==> config.mk <==
export PLATFORM = sky130hd
export DESIGN_NAME = mem_responder
export DESIGN_NICKNAME = d
export VERILOG_FILES = /design/src/rtl/schwap_mem_pkg.sv /design/src/rtl/mem_wait_counter.sv /design/src/rtl/mem_responder.sv
export SDC_FILE = /design/constraint.sdc
export NUM_CORES = 1
export LEC_CHECK = 0
export CORE_MARGIN = 5
export CORE_UTILIZATION = 44
export CTS_BUF_LIST = sky130_fd_sc_hd__clkbuf_4
export DETAILED_ROUTE_END_ITERATION = 10
export PLACE_DENSITY = 0.84
export SETUP_SLACK_MARGIN = 0.5
export SLEW_MARGIN = 15
export SYNTH_ARGS = -nofsm -noshare
export SYNTH_HDL_FRONTEND = slang
export SYNTH_SLANG_ARGS = --single-unit
==> constraint.sdc <==
create_clock -name clk -period 2.05 [get_ports clk]
set_input_delay 0.5125 -clock clk [delete_from_list [all_inputs] [get_ports clk]]
set_output_delay 0.5125 -clock clk [all_outputs]
set_load 0.02 [all_outputs]
==> src/rtl/schwap_mem_pkg.sv <==
// Shared types and defaults for the Schwap memory-side blocks.
package schwap_mem_pkg;

  localparam int unsigned DW_DEF = 16;
  localparam int unsigned AW_DEF = 16;

  typedef enum logic [2:0] {
    ST_IDLE   = 3'd0,
    ST_WAIT   = 3'd1,
    ST_ACCESS = 3'd2,
    ST_RESP   = 3'd3,
    ST_DONE   = 3'd4,
    ST_HOLD   = 3'd5
  } state_e;

  typedef enum logic {
    OP_READ  = 1'b0,
    OP_WRITE = 1'b1
  } op_e;

endpackage

==> src/rtl/mem_wait_counter.sv <==
// Loadable down-counter with a zero flag; saturates at zero.
module mem_wait_counter #(
  parameter int unsigned W = 4
) (
  input  logic         clk,
  input  logic         rst_n,
  input  logic         load,
  input  logic [W-1:0] load_val,
  input  logic         dec,
  output logic         zero
);

  logic [W-1:0] cnt;

  always_ff @(posedge clk or negedge rst_n) begin
    if (!rst_n) begin
      cnt <= '0;
    end else if (load) begin
      cnt <= load_val;
    end else if (dec && (cnt != '0)) begin
      cnt <= cnt - 1'b1;
    end
  end

  assign zero = (cnt == '0);

endmodule

==> src/rtl/mem_responder.sv <==
// Memory-side responder for the Schwap multicycle core: one RAM access per strobe.
// Optional MEM_RANGE_CHECK_EN adds mem_err and suppresses accesses at addr >= DEPTH.
module mem_responder
  import schwap_mem_pkg::*;
#(
  parameter int unsigned DW          = DW_DEF,
  parameter int unsigned AW          = AW_DEF,
  parameter int unsigned DEPTH       = 1024,
  parameter int unsigned WAIT_CYCLES = 0
) (
  input  logic          clk,
  input  logic          rst_n,
  input  logic          mem_read,
  input  logic          mem_write,
  input  logic [AW-1:0] addr,
  input  logic [DW-1:0] wdata,
  output logic [DW-1:0] rdata,
  output logic          mem_ready,
  output logic          busy,
  output logic          ram_en,
  output logic          ram_we,
  output logic [AW-1:0] ram_addr,
  output logic [DW-1:0] ram_wdata,
  input  logic [DW-1:0] ram_rdata
`ifdef MEM_RANGE_CHECK_EN
  ,
  output logic          mem_err
`endif
);

  if (WAIT_CYCLES > 15 || DEPTH == 0) begin : g_bad_cfg
    $error("mem_responder: WAIT_CYCLES must be 0..15 and DEPTH nonzero");
  end

  localparam logic [3:0] WAIT_LOAD = (WAIT_CYCLES == 0) ? 4'd0 : 4'(WAIT_CYCLES - 1);

  state_e state, state_nxt;
  op_e    op;
  logic   strobe;
  logic   capture;
  logic   wait_zero;
  logic   skip;

  assign strobe  = mem_read | mem_write;
  assign capture = (state == ST_IDLE) && strobe;

  mem_wait_counter #(.W(4)) u_wait (
    .clk      (clk),
    .rst_n    (rst_n),
    .load     (capture),
    .load_val (WAIT_LOAD),
    .dec      (state == ST_WAIT),
    .zero     (wait_zero)
  );

  always_comb begin
    state_nxt = state;
    case (state)
      ST_IDLE:   if (strobe) state_nxt = (WAIT_CYCLES > 0) ? ST_WAIT : ST_ACCESS;
      ST_WAIT:   if (wait_zero) state_nxt = ST_ACCESS;
      ST_ACCESS: state_nxt = (op == OP_WRITE) ? ST_DONE : ST_RESP;
      ST_RESP:   state_nxt = ST_DONE;
      ST_DONE:   state_nxt = strobe ? ST_HOLD : ST_IDLE;
      ST_HOLD:   if (!strobe) state_nxt = ST_IDLE;
      default:   state_nxt = ST_IDLE;
    endcase
  end

  always_ff @(posedge clk or negedge rst_n) begin
    if (!rst_n) begin
      state     <= ST_IDLE;
      op        <= OP_READ;
      ram_addr  <= '0;
      ram_wdata <= '0;
      rdata     <= '0;
    end else begin
      state <= state_nxt;
      if (capture) begin
        ram_addr  <= addr;
        ram_wdata <= wdata;
        op        <= mem_write ? OP_WRITE : OP_READ;
      end
      if (state == ST_RESP) begin
        rdata <= skip ? '0 : ram_rdata;
      end
    end
  end

`ifdef MEM_RANGE_CHECK_EN
  localparam logic [AW:0] DEPTH_L = (AW+1)'(DEPTH);

  // Out-of-range requests still walk the normal state sequence so timing is unchanged.
  always_ff @(posedge clk or negedge rst_n) begin
    if (!rst_n) begin
      skip <= 1'b0;
    end else if (capture) begin
      skip <= ({1'b0, addr} >= DEPTH_L);
    end
  end

  assign mem_err = mem_ready && skip;
`else
  assign skip = 1'b0;
`endif

  assign busy      = (state != ST_IDLE);
  assign mem_ready = (state == ST_DONE);
  assign ram_en    = (state == ST_ACCESS) && !skip;
  assign ram_we    = ram_en && (op == OP_WRITE);

endmodule

Word level (Yosys, flattened, before mapping)
Index checks and enable logic that the tools add are counted.
- $add $sub $neg: 1
- eq/ne operators: 8
- multiplexer cells: 9
- bitwise operators: 1
- reductions and logical operators: 9
- operators with widths (kind ; number):
    $pmux 3 s6 ; 1
    $mux 3 ; 5
    $mux 4 ; 2
    $eq 3x2->1 const B ; 2
    $eq 3x3->1 const B ; 2
    $ne 2x2->1 const B ; 3
    $logic_not 4->1 ; 1
    $reduce_bool 4->1 ; 1
    $sub 4x1->4 const B ; 1
    $eq 3x1->1 const B ; 1
    $logic_and 1x1->1 ; 3
    $logic_not 3->1 ; 1
    $reduce_and 3->1 ; 1
    $reduce_bool 3->1 ; 1
    $reduce_bool 2->1 ; 1
    $mux 1 ; 1
    $or 1x1->1 ; 1
- register bits after elaboration: 56
- bits of input ports: 52
- output and inout port bits: 52
- word-level logic and storage cells: 34

Longest topological paths before layout
- depth in word-level cells: 4
- depth in mapped cells: 6
- depth with buffers taken out: 5

By module
Synthesis repeated with hierarchy kept, for this count alone.
- cell total of the unflattened synthesis: 158
- area, all modules: 2477.4 µm²
- by module, submodules not included (module ; times used ; cells each ; area an instance (µm²) ; sequential area each (µm²)):
    mem_responder ; 1 ; 131 ; 2207.1 ; 1301.2
    mem_wait_counter ; 1 ; 27 ; 270.3 ; 100.1

Worst setup path before layout
OpenSTA, ideal clock, no wires.
- path type: register to output
- start point: reg state[2]
- end point: out ram_we
- data arrival time: 1.178 ns
- data required time: 1.537 ns
- path slack: 0.360 ns
- cell stages (with the launch flop): 4
- buffers on the path: 0
- cells stage by stage: dfrtp_1 > nand2b_4 > nor2_1 > and2_1
- longest elaborated chain between the ends: 2
- RTL lines (what ; RTL line ; RTL):
    start: declaration ; mem_responder.sv:37 ; state_e state, state_nxt;
    start signal: assignment ; mem_responder.sv:77 ; state <= state_nxt;
    $eq 3x2->1 ; mem_responder.sv:108 ; assign ram_en = (state == ST_ACCESS) && !skip;
    via ram_en ; mem_responder.sv:20 ; output logic ram_en,
    $logic_and 1x1->1 ; mem_responder.sv:109 ; assign ram_we = ram_en && (op == OP_WRITE);
    end: declaration ; mem_responder.sv:21 ; output logic ram_we,
The timed path passes the listed nets, and every way through them passes these cells.

Worst setup path after layout
- start point: reg state[0]
- end point: out busy
- longest elaborated chain between the ends: 1
- RTL lines (what ; RTL line ; RTL):
    $reduce_bool 3->1 ; mem_responder.sv:106 ; assign busy = (state != ST_IDLE);
    end: declaration ; mem_responder.sv:19 ; output logic busy,
Every way passes these cells.

==> flow_metrics.py <==
metrics = {
    "run_status": {
        "status": "complete, no violations",
    },
    "floorplan": {
        "start_util_pct": 45.2,
        "die-area_sq_um": 7260,
        "coreArea_sq_um": 5510,
        "die_x_um": 85.2,
        "ios": 104,
        "die_y_um": 85.2,
        "num_rows": 27,
    },
    "global_routing": {
        "grt_max_degree": 26,
        "antenna_found_initial": 0,
        "grt_usage_pct": 17.4,
        "grt_pass1_vias": 1971,
        "gr-total-overflow": 0,
        "grt_pass1_wl_um": 10100,
    },
    "placement": {
        "place_area_sq_um": 3630,
        "gp_congestion": 0.803,
        "post-place-ws_ns": 0.0244,
        "dp_hpwl_um": 4210,
        "io_buffers": 103,
    },
    "logic_synthesis": {
        "yosysSeqAreaShare_pct": 56.3,
        "yosysUniqueCellTypes": 34,
        "netlist_area_sq_um": 2490,
        "yosys_warnings": 0,
        "async_flop_share_pct": 100,
        "synth.most_common_cell": "dfrtp_1",
        "synthCells": 155,
        "synth_top_cell_by_area": "dfrtp_1",
        "synth_top_area_share_pct": 56.3,
        "yosys_register_bits": 56,
        "synthTopCellsByCount": "dfrtp_1, mux2_4, mux2_2, o21ai_0, nor2_1",
        "syn_avg_cell_area_sq_um": 16.0,
        "synth-edff-count": 0,
        "synth.area.top_cells": "dfrtp_1, mux2_4, mux2_2",
        "ys.flop_type": "dfrtp_1",
        "synth.net_count": 209,
    },
    "clock_tree": {
        "htree_levels": 2,
        "numCtsBuffers": 5,
        "clock_latency_ns": 0.36,
        "cts.sinks": 56,
        "cts_buffer_depth": 2,
        "clk_pin_slew_ns": 0.15,
        "root_buffer": "clkbuf_4",
        "postCtsHoldBufs": 0,
        "cts_tree": "built",
    },
    "timing": {
        "setup_viol": 0,
        "rsz0062_at_grt": "true",
        "max_freq_mhz": 548,
        "setup_slack_ns": 0.224,
        "relSlewSlack_pct": 64.5,
        "period_share_pct": 89.1,
        "period_minus_slack_ns": 1.83,
        "worst_pin_slew_ns": 0.533,
        "final-hold-violation-count": 0,
        "final.setup.tns_ns": 0,
        "drv_slew": 0,
        "skew_ns": 0.00389,
    },
    "power_and_ir_drop": {
        "leakage_nw": 1.88,
        "total_power_mw": 6.63,
        "peakVddDrop_uv": 875,
        "power_density_nw_per_um2": 1690,
    },
    "flow_run": {
        "cap_violations": 0,
    },
    "finish": {
        "final_cell_area_sq_um": 3920,
        "syn_to_final_growth_pct": 57.7,
        "drive_above_1_share_pct": 58.7,
        "nets": 358,
        "antenna_cells": 0,
    },
    "setup_path": {
        "crit_buf_inv": 2,
        "cp-start-kind": "flip-flop",
        "max_stage_delay_ns": 0.50,
        "cp_cell_sequence": "nor3_4 -> inv_4 -> buf_6",
        "worstPathArrival_ns": 1.31,
        "r2r-start": "state[0]",
        "worstPathMaxFanout": 5,
        "cp_top_family": "flip-flops",
        "cp-end-kind": "output pin",
        "required_ns": 1.54,
        "critPathKind": "reg2out",
        "critPathSlowestCell": "dfrtp_2",
        "cp-startpoint": "state[0]",
    },
    "drt": {
        "dr.pass1.iters": 4,
        "drc": 0,
        "wl_per_cell_um": 17.3,
        "drt_wl_total_um": 6540,
        "ant_nets": 0,
        "drtIter0Drc": 30,
        "vias": 1827,
        "via_per_inst": 4.85,
    },
    "min_path": {
        "hp-class": "in2async",
    },
}
-- power by group --
group	switching, mW	internal, mW	total (mW)
Clock	0.329	0.270	0.598
Sequential	0.331	1.66	1.99
Combinational	1.80	2.23	4.04
-- worst paths after layout --
kind | to | slack, ns | cells after the start
setup reg to reg | ram_wdata[8] | 0.26 | 7
hold reg to reg | rdata[2] | 0.52 | 1
max in group asynchronous | rdata[4] | 1.41 | 2
setup / recovery | busy | 0.22 | 3
min in group clk | rdata[2] | 0.52 | 1
hold / removal | ram_addr[1] | 0.1 | 1
-- layout by cell type, fill, tap and decap left out, types with 5 or more instances in the layout --
cell type,n
dfrtp_1,54
mux2_2,8
o21ai_0,5
buf_12,6
buf_2,49
clkdlybuf4s50_1,50
mux2_4,40
clkbuf_4,6
buf_6,9
buf_4,31
-- flip-flops by register name, indices dropped and copies added (netlist names) --
name        cells
state           3
u_wait.cnt      4
op              1
rdata          16
ram_wdata      16
ram_addr       16
-- per-stage QoR --
step | utilization, % | instances | hold slack, ns
6_report | 71.2 | 377 | 0.0955
5_1_grt | 71.2 | 377 | 0.119
4_1_cts | 68.9 | 369 | 0.0909
3_5_place_dp | 66.0 | 333 | 0.491
3_3_place_gp | 66.0 | 333 | 0.487
2_1_floorplan | - | 155 | 0.217
-- kinds of logic (layout without fill, tap and decap cells) --
group           count (synthesis)  count (layout)  share of synthesized area (%)
mux                            49              49                           27.9
simple gates                   25              25                           6.89
fa+ha+maj                       2               2                           1.01
flops                          56              56                           56.3
buf+inv                        11             161                           4.58
compound gates                 12              12                           3.32
-- layout make-up --
class | count | area [sq um]
sequential | 56 | 1400
clock buffer | 6 | 45.0
inverter | 4 | 17.5
clock inverter | 2 | 35.0
timing repair buffer | 149 | 1310
fill | 386 | 1580
tap | 72 | 90.1
multi-input combinational | 88 | 1030
-- worst register-to-register path, cell delays in order, from the launching register on --
cell and delay [ns]:
dfrtp_2 0.50, nor3_4 0.27, inv_4 0.05, buf_4 0.15, nor2_8 0.15, buf_6 0.14
buf_16 0.13, mux2_4 0.30
-- metal layers --
layer	share of wire, %	routed length [um]	vias to the layer above	GRT usage, %
met5	0	0	-	0
met2	50	3270	75	29.2
met4	0.78	51	0	3.88
met1	41	2690	897	21.8
li1	-	-	849	-
met3	8.0	523	6	6.12
-- what timing repair did --
action	in CTS	in global routing
buffers inserted	26	6
endpoints found under the setup margin	104	57
pin swaps	4	5
gates resized for setup	230	12
cloned	2	2
Note: power is estimated with default switching activity, not from simulation.
